===== src/rtl/pc_pkg.sv =====
// Shared encodings for the fetch-stage program-counter generator.
package pc_pkg;

  localparam logic [1:0] SEL_BRANCH = 2'b00;
  localparam logic [1:0] SEL_JALR   = 2'b01;
  localparam logic [1:0] SEL_RAS    = 2'b10;

  typedef enum logic [1:0] {
    BOOT  = 2'd0,
    RUN   = 2'd1,
    FAULT = 2'd2
  } pc_state_e;

  localparam int INSTR_BYTES = 4;

endpackage


===== src/rtl/pc_ras.sv =====
// Circular return-address stack; the oldest entry is overwritten on overflow.
module pc_ras #(
  parameter int XLEN  = 32,
  parameter int DEPTH = 4
) (
  input  logic            clk,
  input  logic            rst,
  input  logic            push,
  input  logic [XLEN-1:0] push_addr,
  input  logic            pop,
  output logic [XLEN-1:0] top,
  output logic            empty
);

  localparam int PW = $clog2(DEPTH);
  localparam int CW = PW + 1;

  logic [XLEN-1:0] mem [DEPTH];
  logic [PW-1:0]   top_ptr;
  logic [CW-1:0]   count;
  logic            pop_eff;

  assign empty   = (count == '0);
  assign top     = mem[top_ptr];
  assign pop_eff = pop & ~empty;

  always_ff @(posedge clk or posedge rst) begin
    if (rst) begin
      top_ptr <= '0;
      count   <= '0;
    end else if (push && !pop_eff) begin
      top_ptr <= top_ptr + PW'(1);
      if (count != CW'(DEPTH)) count <= count + CW'(1);
    end else if (pop_eff && !push) begin
      top_ptr <= top_ptr - PW'(1);
      count   <= count - CW'(1);
    end
  end

  // Simultaneous push and pop replaces the top in place.
  always_ff @(posedge clk) begin
    if (push) begin
      if (pop_eff) mem[top_ptr] <= push_addr;
      else         mem[top_ptr + PW'(1)] <= push_addr;
    end
  end

endmodule


===== src/rtl/pc_gen.sv =====
// Registered fetch PC with trap/redirect priority and misalignment fault.
// Optional return-address stack enabled by defining PC_GEN_RAS_EN.
//
// state | meaning
// BOOT  | one bubble after reset, pc_valid low
// RUN   | presenting pc to fetch, pc_valid high
// FAULT | misaligned target seen, fetch halted until trap
module pc_gen
  import pc_pkg::*;
#(
  parameter int              XLEN         = 32,
  parameter logic [XLEN-1:0] RESET_VECTOR = '0,
  parameter int              RAS_DEPTH    = 4
) (
  input  logic            clk,
  input  logic            rst,
  input  logic            fetch_ready,
  input  logic            stall,
  input  logic            redirect_valid,
  input  logic [1:0]      redirect_sel,
  input  logic [XLEN-1:0] ex_pc,
  input  logic [XLEN-1:0] immediate,
  input  logic [XLEN-1:0] rs1_data,
  input  logic            trap_valid,
  input  logic [XLEN-1:0] trap_vector,
  input  logic            ras_push,
  input  logic [XLEN-1:0] ras_push_addr,
  output logic [XLEN-1:0] pc,
  output logic            pc_valid,
  output logic            fault,
  output logic [XLEN-1:0] fault_addr
);

  pc_state_e       state;
  logic [XLEN-1:0] branch_target;
  logic [XLEN-1:0] jalr_target;
  logic [XLEN-1:0] target;

  assign branch_target = ex_pc + immediate;
  assign jalr_target   = (rs1_data + immediate) & ~XLEN'(1);

`ifdef PC_GEN_RAS_EN
  logic [XLEN-1:0] ras_top;
  logic            ras_empty;
  logic            ras_pop;

  // Pop only when the redirect is actually taken this edge.
  assign ras_pop = redirect_valid & (state == RUN) & ~trap_valid & (redirect_sel == SEL_RAS);

  pc_ras #(
    .XLEN  (XLEN),
    .DEPTH (RAS_DEPTH)
  ) u_ras (
    .clk       (clk),
    .rst       (rst),
    .push      (ras_push),
    .push_addr (ras_push_addr),
    .pop       (ras_pop),
    .top       (ras_top),
    .empty     (ras_empty)
  );
`else
  localparam int unused_ras_depth = RAS_DEPTH;
  logic unused_ras;
  assign unused_ras = ^{ras_push, ras_push_addr};
`endif

  always_comb begin
    target = branch_target;
    case (redirect_sel)
      SEL_JALR: target = jalr_target;
`ifdef PC_GEN_RAS_EN
      SEL_RAS:  target = ras_empty ? jalr_target : ras_top;
`else
      SEL_RAS:  target = jalr_target;
`endif
      default:  target = branch_target;
    endcase
  end

  always_ff @(posedge clk or posedge rst) begin
    if (rst) begin
      state      <= BOOT;
      pc         <= RESET_VECTOR;
      pc_valid   <= 1'b0;
      fault      <= 1'b0;
      fault_addr <= '0;
    end else if (trap_valid) begin
      state    <= RUN;
      pc       <= trap_vector & ~XLEN'(3);
      pc_valid <= 1'b1;
      fault    <= 1'b0;
    end else begin
      case (state)
        BOOT: begin
          state    <= RUN;
          pc_valid <= 1'b1;
        end
        RUN: begin
          if (redirect_valid) begin
            if (target[1:0] != 2'b00) begin
              state      <= FAULT;
              pc_valid   <= 1'b0;
              fault      <= 1'b1;
              fault_addr <= target;
            end else begin
              pc <= target;
            end
          end else if (!stall && fetch_ready) begin
            pc <= pc + XLEN'(INSTR_BYTES);
          end
        end
        FAULT: ;
        default: begin
          state    <= BOOT;
          pc_valid <= 1'b0;
        end
      endcase
    end
  end

endmodule


===== config.mk =====
export PLATFORM = sky130hd
export DESIGN_NAME = pc_gen
export DESIGN_NICKNAME = d
export VERILOG_FILES = /design/src/rtl/pc_pkg.sv /design/src/rtl/pc_ras.sv /design/src/rtl/pc_gen.sv
export SDC_FILE = /design/constraint.sdc
export NUM_CORES = 1
export LEC_CHECK = 0
export BUFFER_PORTS_ARGS = -buffer_cell sky130_fd_sc_hd__buf_2
export CORE_MARGIN = 8
export CORE_UTILIZATION = 25
export DETAILED_ROUTE_END_ITERATION = 10
export SLEW_MARGIN = 25
export SYNTH_ARGS = -nofsm -noshare
export SYNTH_HDL_FRONTEND = slang
export SYNTH_SLANG_ARGS = --single-unit

===== constraint.sdc =====
create_clock -name clk -period 3.6 [get_ports clk]
set_input_delay 0.72 -clock clk [delete_from_list [all_inputs] [get_ports clk]]
set_output_delay 0.72 -clock clk [all_outputs]
set_load 0.02 [all_outputs]

## Yosys cells after proc, flatten, opt, wreduce, memory -nomap -nowiden

Index checks and enable logic that the tools add are counted.

- Multipliers: 0
- Shift operators: 0
- Eq/ne operators: 8
- Add/sub/neg operators: 3
- Reduce and logical (&&, ||, !) cells: 13
- $lt $le $gt $ge: 0
- Divide/modulo/power cells: 0
- Bitwise operators: 1
- Muxes and demuxes: 18

Operator list:

| kind | count |
|---|---|
| 32-bit two-way mux | 6 |
| 32-bit adder | 2 |
| 32-bit by 3-bit adder with 32-bit output, second input constant | 1 |
| 3-bit != test, second input constant | 3 |
| 3-bit AND reduction | 3 |
| 2-bit nonzero test | 4 |
| 1-bit two-way mux | 7 |
| 2-bit two-way mux | 3 |
| 2-bit one-hot mux with 3 select lines | 1 |
| 2-bit by 1-bit equality test with 1-bit output, second input constant | 2 |
| 2-bit equality test, second input constant | 2 |
| 4-bit AND reduction | 1 |
| 1-bit one-hot mux with 3 select lines | 1 |
| 3-bit nonzero test | 1 |
| 2-bit zero test | 1 |
| 2-bit != test, second input constant | 1 |
| 2-bit OR reduction | 1 |
| 1-bit logical AND | 1 |
| 1-bit zero test | 1 |
| 1-bit inverter | 1 |

- Memories: 0
- Output and inout port bits: 66
- ROM bits: 0
- Logic and storage cells: 48
- Bits in registers: 68
- Input bits: 169
- Latch bits: 0
- Memory bits (writable): 0

## Longest topological paths before layout

Gate-level depths: netlist of the first run.

- Depth after elaboration: 8
- Depth in mapped cells: 12
- Depth with buffers taken out: 12

## Worst setup path before layout of the first run

Ideal clock, no wire load.

- Path kind: input to register
- Start: input ex_pc[0]
- End: register pc[28]
- Buffers on the path: 0
- Arrival: 3.115 ns
- Path slack: 0.353 ns
- Library setup time: 0.132 ns
- Cell stages on the path: 12
- Required time: 3.468 ns
- Path through: ha_1 > inv_1 > fa_1 > nand2b_1 > a211o_1 > a211o_1 > a21oi_1 > o31ai_1 > o41ai_2 > xor2_1 > o22ai_1 > o22ai_1

- Longest elaborated chain between the ends: 6
- Elaborated cells on any way between the ends: 9
- Classes of those cells: add/sub (1); eq/ne (1); mux (5); reduce/logical (2)

Ends and longest elaborated chain:

| element | RTL line | source |
|---|---|---|
| start: declaration | pc_gen.sv:21 | `input logic [XLEN-1:0] ex_pc,` |
| 32-bit adder (*) | pc_gen.sv:39 | `assign branch_target = ex_pc + immediate;` |
| 32-bit two-way mux (*) | pc_gen.sv:70 | `case (redirect_sel)` |
| 32-bit two-way mux | pc_gen.sv:101 | `if (target[1:0] != 2'b00) begin` |
| 32-bit two-way mux | pc_gen.sv:100 | `if (redirect_valid) begin` |
| 32-bit two-way mux | pc_gen.sv:94 | `case (state)` |
| 32-bit two-way mux | pc_gen.sv:88 | `end else if (trap_valid) begin` |
| end signal: assignment | pc_gen.sv:90 | `pc <= trap_vector & ~XLEN'(3);` |
| end signal: assignment | pc_gen.sv:107 | `pc <= target;` |
| end signal: assignment | pc_gen.sv:110 | `pc <= pc + XLEN'(INSTR_BYTES);` |
| end: declaration | pc_gen.sv:28 | `output logic [XLEN-1:0] pc,` |

Every way passes the cells marked *; elsewhere a longest branch is shown, timed or not. The select of a mux whose other input is x is not followed.
A chain may end at the register's enable or synchronous reset.

## Final worst setup path of the first run

- Start: input immediate[0]
- End: register pc[28]

- Longest elaborated chain between the ends: 6
- Elaborated cells on any way between the ends: 10
- Classes of those cells: add/sub (2); eq/ne (1); mux (5); reduce/logical (2)

Ends and longest elaborated chain:

| element | RTL line | source |
|---|---|---|
| start: declaration | pc_gen.sv:22 | `input logic [XLEN-1:0] immediate,` |
| 32-bit adder, on equally long branches | pc_gen.sv:39, pc_gen.sv:40 |  |
| 32-bit two-way mux (*) | pc_gen.sv:70 |  |
| 32-bit two-way mux | pc_gen.sv:101 |  |
| 32-bit two-way mux | pc_gen.sv:100 |  |
| 32-bit two-way mux | pc_gen.sv:94 |  |
| 32-bit two-way mux | pc_gen.sv:88 |  |

Marked as above.

==> results of run 1 <==
-- registers in the layout, summed over array words and instances, names as in the netlist --
signal,flops
state,2
fault_addr,32
pc,32
fault,1
-- kinds of logic after synthesis --
family | after synthesis | share of synthesized area, %
flip-flops | 67 | 22.83
AO/OA/AOI/OAI | 361 | 32.67
XOR/XNOR | 70 | 8.348
buffers and inverters | 74 | 4.838
multiplexers | 11 | 1.499
adder cells (fa/ha/maj) | 64 | 11.11
AND/OR/NAND/NOR | 295 | 18.71
-- critical path: cells and delay by family --
family / cells / cell delay, ps
buffers and inverters: 2 / 150
AO/OA/AOI/OAI: 7 / 1920
AND/OR/NAND/NOR: 1 / 180
XOR/XNOR: 1 / 110
adder cells (fa/ha/maj): 2 / 530
-- area by class of cell --
class / instances / share of cell area, %
Multi-Input combinational cell: 801 / 57.75
Sequential cell: 67 / 18.12
Timing Repair Buffer: 245 / 14.90
Tap cell: 384 / 5.193
Clock buffer: 11 / 2.624
Inverter: 24 / 0.9738
Clock inverter: 3 / 0.4328
-- layer usage --
| metal | vias to the layer above | track usage, % | wire [um] |
|---|---|---|---|
| li1 | 3922 | - | - |
| met1 | 3672 | 21.59 | 13840 |
| met2 | 293 | 24.73 | 12560 |
| met3 | 30 | 3.207 | 1917 |
| met4 | 6 | 3.152 | 401 |
| met5 | - | 0 | 30 |
-- stage by stage --
step | hold WS (ps) | cells
2_1_floorplan | 480.7 | 942
4_1_cts | 477.6 | 1535
3_5_place_dp | 466.3 | 1521
5_1_grt | 497.7 | 1535
6_report | 471.5 | 1535
3_3_place_gp | 458.7 | 1521
-- synth_stat cells (3+ instances only) --
cell | instances | area share, %
o221ai_1 | 4 | 0.48
o31ai_1 | 7 | 0.72
clkbuf_8 | 5 | 0.94
nand2b_1 | 8 | 0.68
ha_1 | 62 | 11
a21o_1 | 31 | 3.2
buf_1 | 3 | 0.15
a21oi_1 | 86 | 5.9
nor3_1 | 17 | 1.2
o211ai_1 | 6 | 0.61
nor2b_1 | 7 | 0.60
o21bai_1 | 3 | 0.31
o21ai_1 | 18 | 1.2
o21ai_0 | 72 | 4.9
mux2i_1 | 11 | 1.5
nor4_1 | 5 | 0.43
nor2_1 | 83 | 4.2
nand2_1 | 100 | 5.1
clkbuf_1 | 34 | 1.7
dfrtp_1 | 67 | 23
a221oi_1 | 11 | 1.3
a22oi_1 | 5 | 0.51
nand4_1 | 18 | 1.5
o21a_1 | 17 | 1.7
nand3_1 | 22 | 1.5
or2_2 | 3 | 0.26
a211o_1 | 4 | 0.48
or3_1 | 7 | 0.60
buf_2 | 4 | 0.27
o22ai_1 | 8 | 0.68
inv_1 | 23 | 1.2
a221o_1 | 7 | 0.95
a21boi_0 | 4 | 0.41
and2_1 | 3 | 0.26
a41oi_1 | 3 | 0.36
and3_1 | 6 | 0.51
a211oi_1 | 23 | 2.4
xor2_1 | 25 | 3.0
a21o_2 | 4 | 0.48
xnor2_1 | 45 | 5.4
a31o_2 | 3 | 0.36
a31oi_1 | 14 | 1.2
-- power by group through the flow --
stage                     sequential, mW  combinational (mW)  clock [mW]
final                               1.19                2.06       0.865
after global routing                1.23                2.27       0.920
after CTS                           1.19                2.08       0.894
after detailed placement            1.20                2.08           0
after global placement              1.20                2.05           0
after floorplan                     1.44                1.01           0
-- worst min-delay path by stage --
stage	start	to	slack (ps)	cells past startpoint
global route	fault_addr[4]$_DFFE_PP0P_	fault_addr[4]$_DFFE_PP0P_	500	2
finish	fault_addr[22]$_DFFE_PP0P_	fault_addr[22]$_DFFE_PP0P_	470	2
global placement	fault_addr[22]$_DFFE_PP0P_	fault_addr[22]$_DFFE_PP0P_	460	2
floorplan	state[1]$_DFFE_PP0P_	state[1]$_DFFE_PP0P_	480	2
detailed placement	fault_addr[22]$_DFFE_PP0P_	fault_addr[22]$_DFFE_PP0P_	470	2
CTS	fault_addr[22]$_DFFE_PP0P_	fault_addr[22]$_DFFE_PP0P_	480	2
==> results by group, run 1 <==
Place
  • Routability cong.: 0.8958
  • PortBufs: 199
  • DP Worst Slack: -101.6 ps
  • DPL Wire Length: 23.89 mm
  • Placed Area: between 0.008 and 0.009 mm^2

Final layout
  • FF/Latch Area: between 0.0015 and 0.002 mm^2
  • Layout Utilization: ~32%
  • Layout cells sized above 1: 25.20%
  • Diode count: 0
  • Most frequent cells in the layout: buf_2, nand2_1, a21oi_1, nor2_1, o21ai_0
  • Fin area: about 0.009 mm^2
  • Filler cells: roughly 3100
  • Area Growth Syn to Fin: 25.96%
  • Nets: around 1400
  • Most common cell after layout, fill and taps aside: buf_2
  • Area taken by multi-input logic gates: between 0.005 and 0.006 mm^2

Logic synthesis
  • Main flop type after synthesis: dfrtp_1
  • Number of synthesized flops with an enable pin: 0
  • Yosys cell types: 80
  • FF+latch count, synth: 67
  • Syn Std Cell Area: 0.007345 mm^2
  • Yosys synthesis warning count: 0
  • Sequential area share after synthesis: approximately 23%
  • Avg Inst Size Synth: 7.797 um^2
  • Synth Net Count: around 1200
  • Mapped Cells: around 940
  • FFs w/ async S/R, synth: 100.0%

STA
  • Slew margin rel.: a little under half
  • Worst-Margin Slew: just under 800 ps
  • Minimum clock period: roughly 3400 ps
  • Final period util: 94.57%
  • F_max: 293.7 MHz
  • Max Slew Vio Count: 0
  • Final Hold Fails: 0
  • RSZ-0062 raised after global routing: false
  • Final worst slack: 195.4 ps
  • Setup-failing EPs final: 0
  • Clk_skew: 8.790 ps
  • Fin Setup TNS: 0 ps

Global routing
  • Global-route usage over all layers: 15.62%
  • First-pass GRT wire length: roughly 44 mm
  • Initial antenna violation count: 3
  • GRT overflow: 0
  • Number of global-route vias before repair: 7776
  • Largest net degree at the start of global routing: between 50 and 60

Setup path
  • Critical Path Sink: pc[28]$_DFFE_PP0P_
  • CP Launch Point: immediate[0]
  • Slowest cell delay on critical path: just under 400 ps
  • CP startpoint kind: input pin
  • Crit Path Max Fanout: 3
  • Reg2Reg Setup Slack: 760 ps
  • Setup CP Type: input pin to flip-flop
  • Worst R2R End: pc[28]$_DFFE_PP0P_
  • Worst-path cell chain: buf_2, ha_1, inv_1, fa_1, nand2b_1, a211o_1, a211o_1, a21oi_1, o31ai_1, o41ai_2, xor2_1, o22ai_1, o22ai_1
  • Crit path required time: between 3000 and 4000 ps
  • Worst Path Arrival: approximately 3600 ps
  • Worst setup EP type: flip-flop
  • Crit Reg-Reg Startpoint: pc[2]$_DFFE_PP0P_
  • Reg2reg path depth: 10
  • Crit path max-delay cell type: o41ai_2

Power and ir drop
  • Combinational Power Share: 50.1%
  • VDD IR max: 0.2122 mV
  • Net Sw Frac: between 40% and 50%
  • Psw: 1.799 mW
  • Lkg Pwr: between 4 and 5 nW
  • Power share of the clock group: approximately a fifth
  • Pwr/cell area: around 450 mW/mm^2
  • Total power draw: slightly above 4 mW
  • Reg power frac: 28.9%
  • Cell Int Power: 2.322 mW

Routing
  • DRT Wirelength: 28.76 mm
  • DRC errors left: 0
  • Vias/cell: 5.162
  • Initial DRT Pass Iterations: 5
  • Initial DRC count: 561
  • WL/cell: 18.73 um
  • Final ANT Viol Nets: 0
  • Via count: a little under 8000

Floorplan
  • Core ar.: slightly below 0.03 mm^2
  • Die height: about 190 um
  • Row cnt: 62
  • Die Area: about 0.035 mm^2
  • Die Wd: between 150 and 200 um
  • Initial Util: 25.45%
  • Ports: approximately 240

Clock network
  • Resized cells post-CTS: 0
  • Clk Latency, worst-skew pair: around 330 ps
  • CTS Buffer Depth: 2
  • Inserted Clock Buffers: 9
  • CTS tree: built
  • Cts hold-fix bufs: 0
  • H-tree levels: 3
  • Root Driver: clkbuf_16
  • CTS sink count: 67
  • Setup Buffers After CTS: 0
  • Worst-path clk slew: 60 ps

Outcome
  • Status: completed

Flow run
  • Max-cap viol count: 0

Min path
  • Path category of the worst min-delay check: flip-flop to flip-flop
(Power assumes the default switching activity.)
==> run 2: changes to the inputs <==
==> constraint.sdc (replaced) <==
create_clock -name clk -period 4.13 [get_ports clk]
set_input_delay 0.826 -clock clk [delete_from_list [all_inputs] [get_ports clk]]
set_output_delay 0.826 -clock clk [all_outputs]
set_load 0.02 [all_outputs]
==> results by group, run 2 (same netlist as run 1, synthesis figures left out) <==
Place
  • PortBufs: 199 (unchanged)
  • Placed insts: 1495 (-1.7%)
  • DPL Wire Length: 23.05 mm (-3.5%)
  • Routability cong.: 0.8862 (-1.1%)

Routing
  • DRC errors left: 0 (unchanged)
  • WL/cell: 18.37 um (-1.9%)
  • Vias/cell: 5.126 (-0.68%)
  • Initial DRT Pass Iterations: 5 (unchanged)
  • Via count: 7741 (-2.3%)
  • Final ANT Viol Nets: 0 (unchanged)
  • DRT Wirelength: 27.74 mm (-3.5%)
  • Initial DRC count: 537 (-4.3%)

STA
  • Clk_skew: 5.909 ps (-2.881 ps)
  • Worst-Margin Slew: 717.2 ps (-62.47 ps)
  • Fin Setup TNS: 0 ps (unchanged)
  • Final Hold Fails: 0 (unchanged)
  • Minimum clock period: approximately 3600 ps
  • Max Slew Vio Count: 0 (unchanged)
  • RSZ-0062 raised after global routing: false
  • Slew margin rel.: 51.68% (+3.7 points)
  • Final period util: between 80% and 90%
  • Setup-failing EPs final: 0 (unchanged)
  • F_max: roughly 280 MHz

Clock network
  • Inserted Clock Buffers: 9 (unchanged)
  • Worst-path clk slew: 60 ps (about the same)
  • CTS Buffer Depth: 2 (unchanged)
  • Setup Buffers After CTS: 0 (unchanged)
  • Resized cells post-CTS: 0 (unchanged)
  • CTS tree: built
  • Root Driver: clkbuf_16
  • Clk Latency, worst-skew pair: 330 ps (about the same)
  • H-tree levels: 3 (unchanged)
  • Cts hold-fix bufs: 0 (unchanged)
  • CTS sink count: 67 (unchanged)

Setup path
  • Worst Path Arrival: 3770 ps (+170 ps)
  • Worst setup EP type: flip-flop
  • CP startpoint kind: input pin
  • Worst-path cell chain: buf_2, ha_1, inv_1, fa_1, nand2b_1, a211o_1, a211o_1, a21oi_1, o31ai_1, o41ai_2, xor2_1, o22ai_1, o22ai_1
  • Setup CP Type: input pin to flip-flop
  • Crit path max-delay cell type: o41ai_2
  • Crit path required time: 4330 ps (+540 ps)
  • Crit Path Max Fanout: 3 (unchanged)
  • Slowest cell delay on critical path: 410 ps (+20 ps)

Floorplan
  • Row cnt: 62 (unchanged)
  • Ports: 235 (unchanged)
  • Die Area: 0.03512 mm^2 (unchanged)
  • Die height: 187.4 um (unchanged)
  • Core ar.: 0.02886 mm^2 (unchanged)
  • Initial Util: 25.45% (unchanged)
  • Die Wd: 187.4 um (unchanged)

Power and ir drop
  • Pwr/cell area: 384.3 mW/mm^2 (-14%)
  • Lkg Pwr: 4.083 nW (-3.3%)
  • VDD IR max: 0.1779 mV (-16%)

Global routing
  • First-pass GRT wire length: 43.43 mm (-1.8%)
  • Number of global-route vias before repair: 7726 (-0.64%)
  • Global-route usage over all layers: 15.32% (-0.30 points)
  • Largest net degree at the start of global routing: 46 (-13%)
  • Initial antenna violation count: 0 (-3)
  • GRT overflow: 0 (unchanged)

Final layout
  • Top flop regs: fault_addr x32, pc x32, state x2
  • Final cell count without fillers: 1510 (-1.6%)
  • Most common cell after layout, fill and taps aside: buf_2
  • Layout cells sized above 1: 23.45% (-1.7 points)
  • Diode count: 0 (unchanged)
  • Nets: 1355 (-1.9%)
  • Most frequent cells in the layout: buf_2, nand2_1, a21oi_1, nor2_1, o21ai_0
  • Filler cells: 3168 (+0.83%)
  • Area Growth Syn to Fin: 22.84%

Flow run
  • Max-cap viol count: 0 (unchanged)

Outcome
  • Status: completed

Min path
  • Path category of the worst min-delay check: flip-flop to flip-flop
run 2: cell types whose count changed in the layout (fill, tap and decap cells not counted):
cell       previous run  this run
buf_4                43        18
clkbuf_1              1         2
bufinv_16             1         0
clkinv_2              2         3
buf_12                3         2
run 2: final cells by class:
class	instances	area (um^2)	share of cell area [%]
clock inverter	3	15.01	0.1664
clock buffer	12	246.5	2.732
sequential	67	1677	18.58
inverter	24	90.09	0.9985
tap	384	480.5	5.325
timing repair buffer	219	1171	12.98
multi-input combinational	801	5343	59.22
run 2: report_power, final:
group	switching, mW	internal, mW	total [mW]
Sequential	0.180	0.855	1.04
Clock	0.283	0.416	0.699
Combinational	1.09	0.645	1.73
Total	1.55	1.92	3.47
run 2: routing by layer:
layer  GRT usage (%)  vias up  routed length [um]
met5               0        -                   0
met4           5.242        0                 796
met3           2.927       40                1657
met2           23.06      274               11660
met1           21.48     3561               13620
li1                -     3866                   -
run 2: stage by stage:
step	utilization [%]	area [um^2]	setup slack (ps)	total power, mW	hold WS [ps]
after CTS	31.27	9022	568.2	3.510	485.7
after global placement	30.36	8761	241.2	2.767	458.4
final	31.27	9022	557.4	3.468	480.8
after detailed placement	30.36	8761	247.0	2.790	474.0
after floorplan	-	7345	776.8	2.135	480.7
after global routing	31.27	9022	414.5	3.730	511.8
run 2: worst paths after layout:
kind                                            startpoint                         end  slack [ps]  cells past startpoint
max in group asynchronous                              rst           pc[4]$_DFFE_PP0P_        2610                      3
min in group asynchronous                              rst          pc[26]$_DFFE_PP0P_         530                      2
worst min-delay path            fault_addr[12]$_DFFE_PP0P_  fault_addr[12]$_DFFE_PP0P_         480                      2
worst max register to register           pc[2]$_DFFE_PP0P_          pc[28]$_DFFE_PP0P_        1170                     10
worst min register to register  fault_addr[12]$_DFFE_PP0P_  fault_addr[12]$_DFFE_PP0P_         480                      2
worst max-delay path                          immediate[0]          pc[28]$_DFFE_PP0P_         560                     13
run 2: worst max-delay path: cells and delay by family:
family          cells  cell delay [ps]
compound gates      7             1900
fa+ha+maj           2              580
simple gates        1              180
buf+inv             2              160
xor+xnor            1              120
==> run 3: changes to the inputs <==
--- a/config.mk
+++ b/config.mk
@@ -7,8 +7,9 @@
 export LEC_CHECK = 0
 export BUFFER_PORTS_ARGS = -buffer_cell sky130_fd_sc_hd__buf_2
 export CORE_MARGIN = 8
-export CORE_UTILIZATION = 25
+export CORE_UTILIZATION = 57
 export DETAILED_ROUTE_END_ITERATION = 10
+export PLACE_DENSITY = 0.88
 export SLEW_MARGIN = 25
 export SYNTH_ARGS = -nofsm -noshare
 export SYNTH_HDL_FRONTEND = slang
==> results by group, run 3 (same netlist as run 1, synthesis figures left out) <==
Final layout
  • Layout cells sized above 1: 22.92% (-0.53 points)
  • Area taken by multi-input logic gates: 0.005343 mm^2 (unchanged)
  • Nets: 1345 (-0.74%)
  • Area Growth Syn to Fin: 18.79%
  • Final cell count without fillers: 1289 (-15%)
  • Filler cells: 1081 (-66%)
  • Most common cell after layout, fill and taps aside: buf_2
  • FF/Latch Area: 0.001677 mm^2 (unchanged)
  • Diode count: 0 (unchanged)
  • Most frequent cells in the layout: buf_2, nand2_1, a21oi_1, nor2_1, o21ai_0
  • Top flop regs: fault_addr x32, pc x32, state x2

Floorplan
  • Row cnt: 41 (-34%)
  • Ports: 235 (unchanged)
  • Die Wd: 129.5 um (-31%)
  • Die Area: 0.01677 mm^2 (-52%)
  • Die height: 129.5 um (-31%)
  • Initial Util: 58.20% (+33 points)
  • Core ar.: 0.01262 mm^2 (-56%)

STA
  • Worst-Margin Slew: 895.0 ps (+177.8 ps)
  • Fin Setup TNS: 0 ps (unchanged)
  • Final Hold Fails: 0 (unchanged)
  • F_max: 277.7 MHz (-0.78%)
  • Max Slew Vio Count: 0 (unchanged)
  • RSZ-0062 raised after global routing: false
  • Setup-failing EPs final: 0 (unchanged)
  • Final period util: 87.19% (+0.68 points)
  • Minimum clock period: 3601 ps (+28.17 ps)
  • Slew margin rel.: 40.25% (-11 points)
  • Clk_skew: 4.537 ps (-1.372 ps)

Clock network
  • Setup Buffers After CTS: 0 (unchanged)
  • Resized cells post-CTS: 0 (unchanged)
  • Cts hold-fix bufs: 0 (unchanged)
  • Root Driver: clkbuf_16
  • CTS sink count: 67 (unchanged)
  • H-tree levels: 3 (unchanged)
  • Worst-path clk slew: 60 ps (about the same)
  • Clk Latency, worst-skew pair: 340 ps (about the same)
  • CTS tree: built
  • Inserted Clock Buffers: 9 (unchanged)
  • CTS Buffer Depth: 2 (unchanged)

Min path
  • Worst Min Path Start: fault_addr[17]$_DFFE_PP0P_
  • Path category of the worst min-delay check: flip-flop to flip-flop

Place
  • Placed insts: 1273 (-15%)
  • Routability cong.: 0.9441 (+6.5%)
  • PortBufs: 199 (unchanged)
  • DPL Wire Length: 19.04 mm (-17%)

Power and ir drop
  • VDD IR max: 0.1939 mV (+9.0%)
  • Pwr/cell area: 408.7 mW/mm^2 (+6.3%)
  • Lkg Pwr: 4.051 nW (-0.79%)

Routing
  • Via count: 8085 (+4.4%)
  • Final ANT Viol Nets: 0 (unchanged)
  • WL/cell: 18.43 um (+0.32%)
  • DRC errors left: 0 (unchanged)
  • Vias/cell: 6.272 (+22%)
  • Initial DRT Pass Iterations: 6 (+1)
  • Initial DRC count: 1145 (+110%)
  • DRT Wirelength: 23.75 mm (-14%)

Setup path
  • Worst-path cell chain: buf_2, ha_1, inv_1, fa_1, nand2b_1, a211o_1, a211o_1, a21oi_1, o31ai_1, o41ai_2, xor2_1, o22ai_1, o22ai_1
  • Slowest cell delay on critical path: 390 ps (-20 ps)
  • Crit path max-delay cell type: o41ai_2
  • Worst setup EP type: flip-flop
  • Crit Reg-Reg Startpoint: pc[2]$_DFFE_PP0P_
  • CP Launch Point: immediate[0]
  • Worst Path Arrival: 3810 ps (+40 ps)
  • Setup CP Type: input pin to flip-flop
  • Crit path required time: 4340 ps (about the same)
  • Reg2Reg Setup Slack: 1340 ps (+170 ps)
  • CP startpoint kind: input pin
  • Crit Path Max Fanout: 4 (+1)

Global routing
  • Number of global-route vias before repair: 7454 (-3.5%)
  • GRT overflow: 0 (unchanged)
  • Global-route usage over all layers: 27.44% (+12 points)
  • First-pass GRT wire length: 37.14 mm (-14%)
  • Initial antenna violation count: 0 (unchanged)
  • Largest net degree at the start of global routing: 45 (-2.2%)

Flow run
  • Max-cap viol count: 0 (unchanged)

Outcome
  • Status: completed
[run 3: cell count changes in the layout (fill, tap and decap cells not counted), sizes merged]
cell,before,now
buf,219,209
bufinv,0,2
clkinv,4,2
clkinvlp,0,1
[run 3: per-stage QoR]
step           hold slack [ps]  power, mW  setup WS [ps]  cell area (um^2)  utilization, %
4_1_cts                  477.2      3.547          579.1              8725           69.14
2_1_floorplan            480.7      2.135          776.8              7345               -
3_3_place_gp             456.9      2.663          263.3              8396           66.53
3_5_place_dp             466.0      2.704          232.5              8396           66.53
6_report                 474.6      3.566          529.2              8725           69.14
5_1_grt                  498.5      3.766          406.7              8725           69.14
[run 3: critical path, delay by kind of cell]
| family | cells | cell delay [ps] |
|---|---|---|
| xor gates and xnor gates | 1 | 140 |
| buffers and inverters | 2 | 170 |
| AOI/OAI and AO/OA | 7 | 1870 |
| and+or+nand+nor | 1 | 230 |
| adders and majority gates | 2 | 580 |
[run 3: power by group]
group          internal (mW)  switching (mW)  total (mW)
logic                  0.628            1.05        1.68
clock network          0.560           0.280       0.840
registers              0.856           0.191        1.05
[run 3: final cells by class]
cell class	count	share of cell area, %
Clock inverter	4	0.8318
Clock buffer	12	2.940
Multi-Input combinational cell	801	61.24
Sequential cell	67	19.22
Timing Repair Buffer	209	12.28
Inverter	24	1.033
Tap cell	172	2.467
[run 3: worst paths after layout]
path	cells after the start	end
setup / recovery	13	pc[28]$_DFFE_PP0P_
hold / removal	2	fault_addr[17]$_DFFE_PP0P_
setup reg to reg	10	pc[22]$_DFFE_PP0P_
hold reg to reg	2	fault_addr[17]$_DFFE_PP0P_
max in group asynchronous	3	fault_addr[3]$_DFFE_PP0P_
min in group asynchronous	2	fault_addr[27]$_DFFE_PP0P_
[run 3: layer usage]
layer | vias up | share of wire (%) | GRT usage [%]
li1 | 3851 | - | -
met1 | 3729 | 44 | 37.96
met2 | 462 | 44 | 43.38
met3 | 43 | 9.8 | 4.355
met4 | 0 | 2.0 | 7.445
met5 | - | 0 | 0
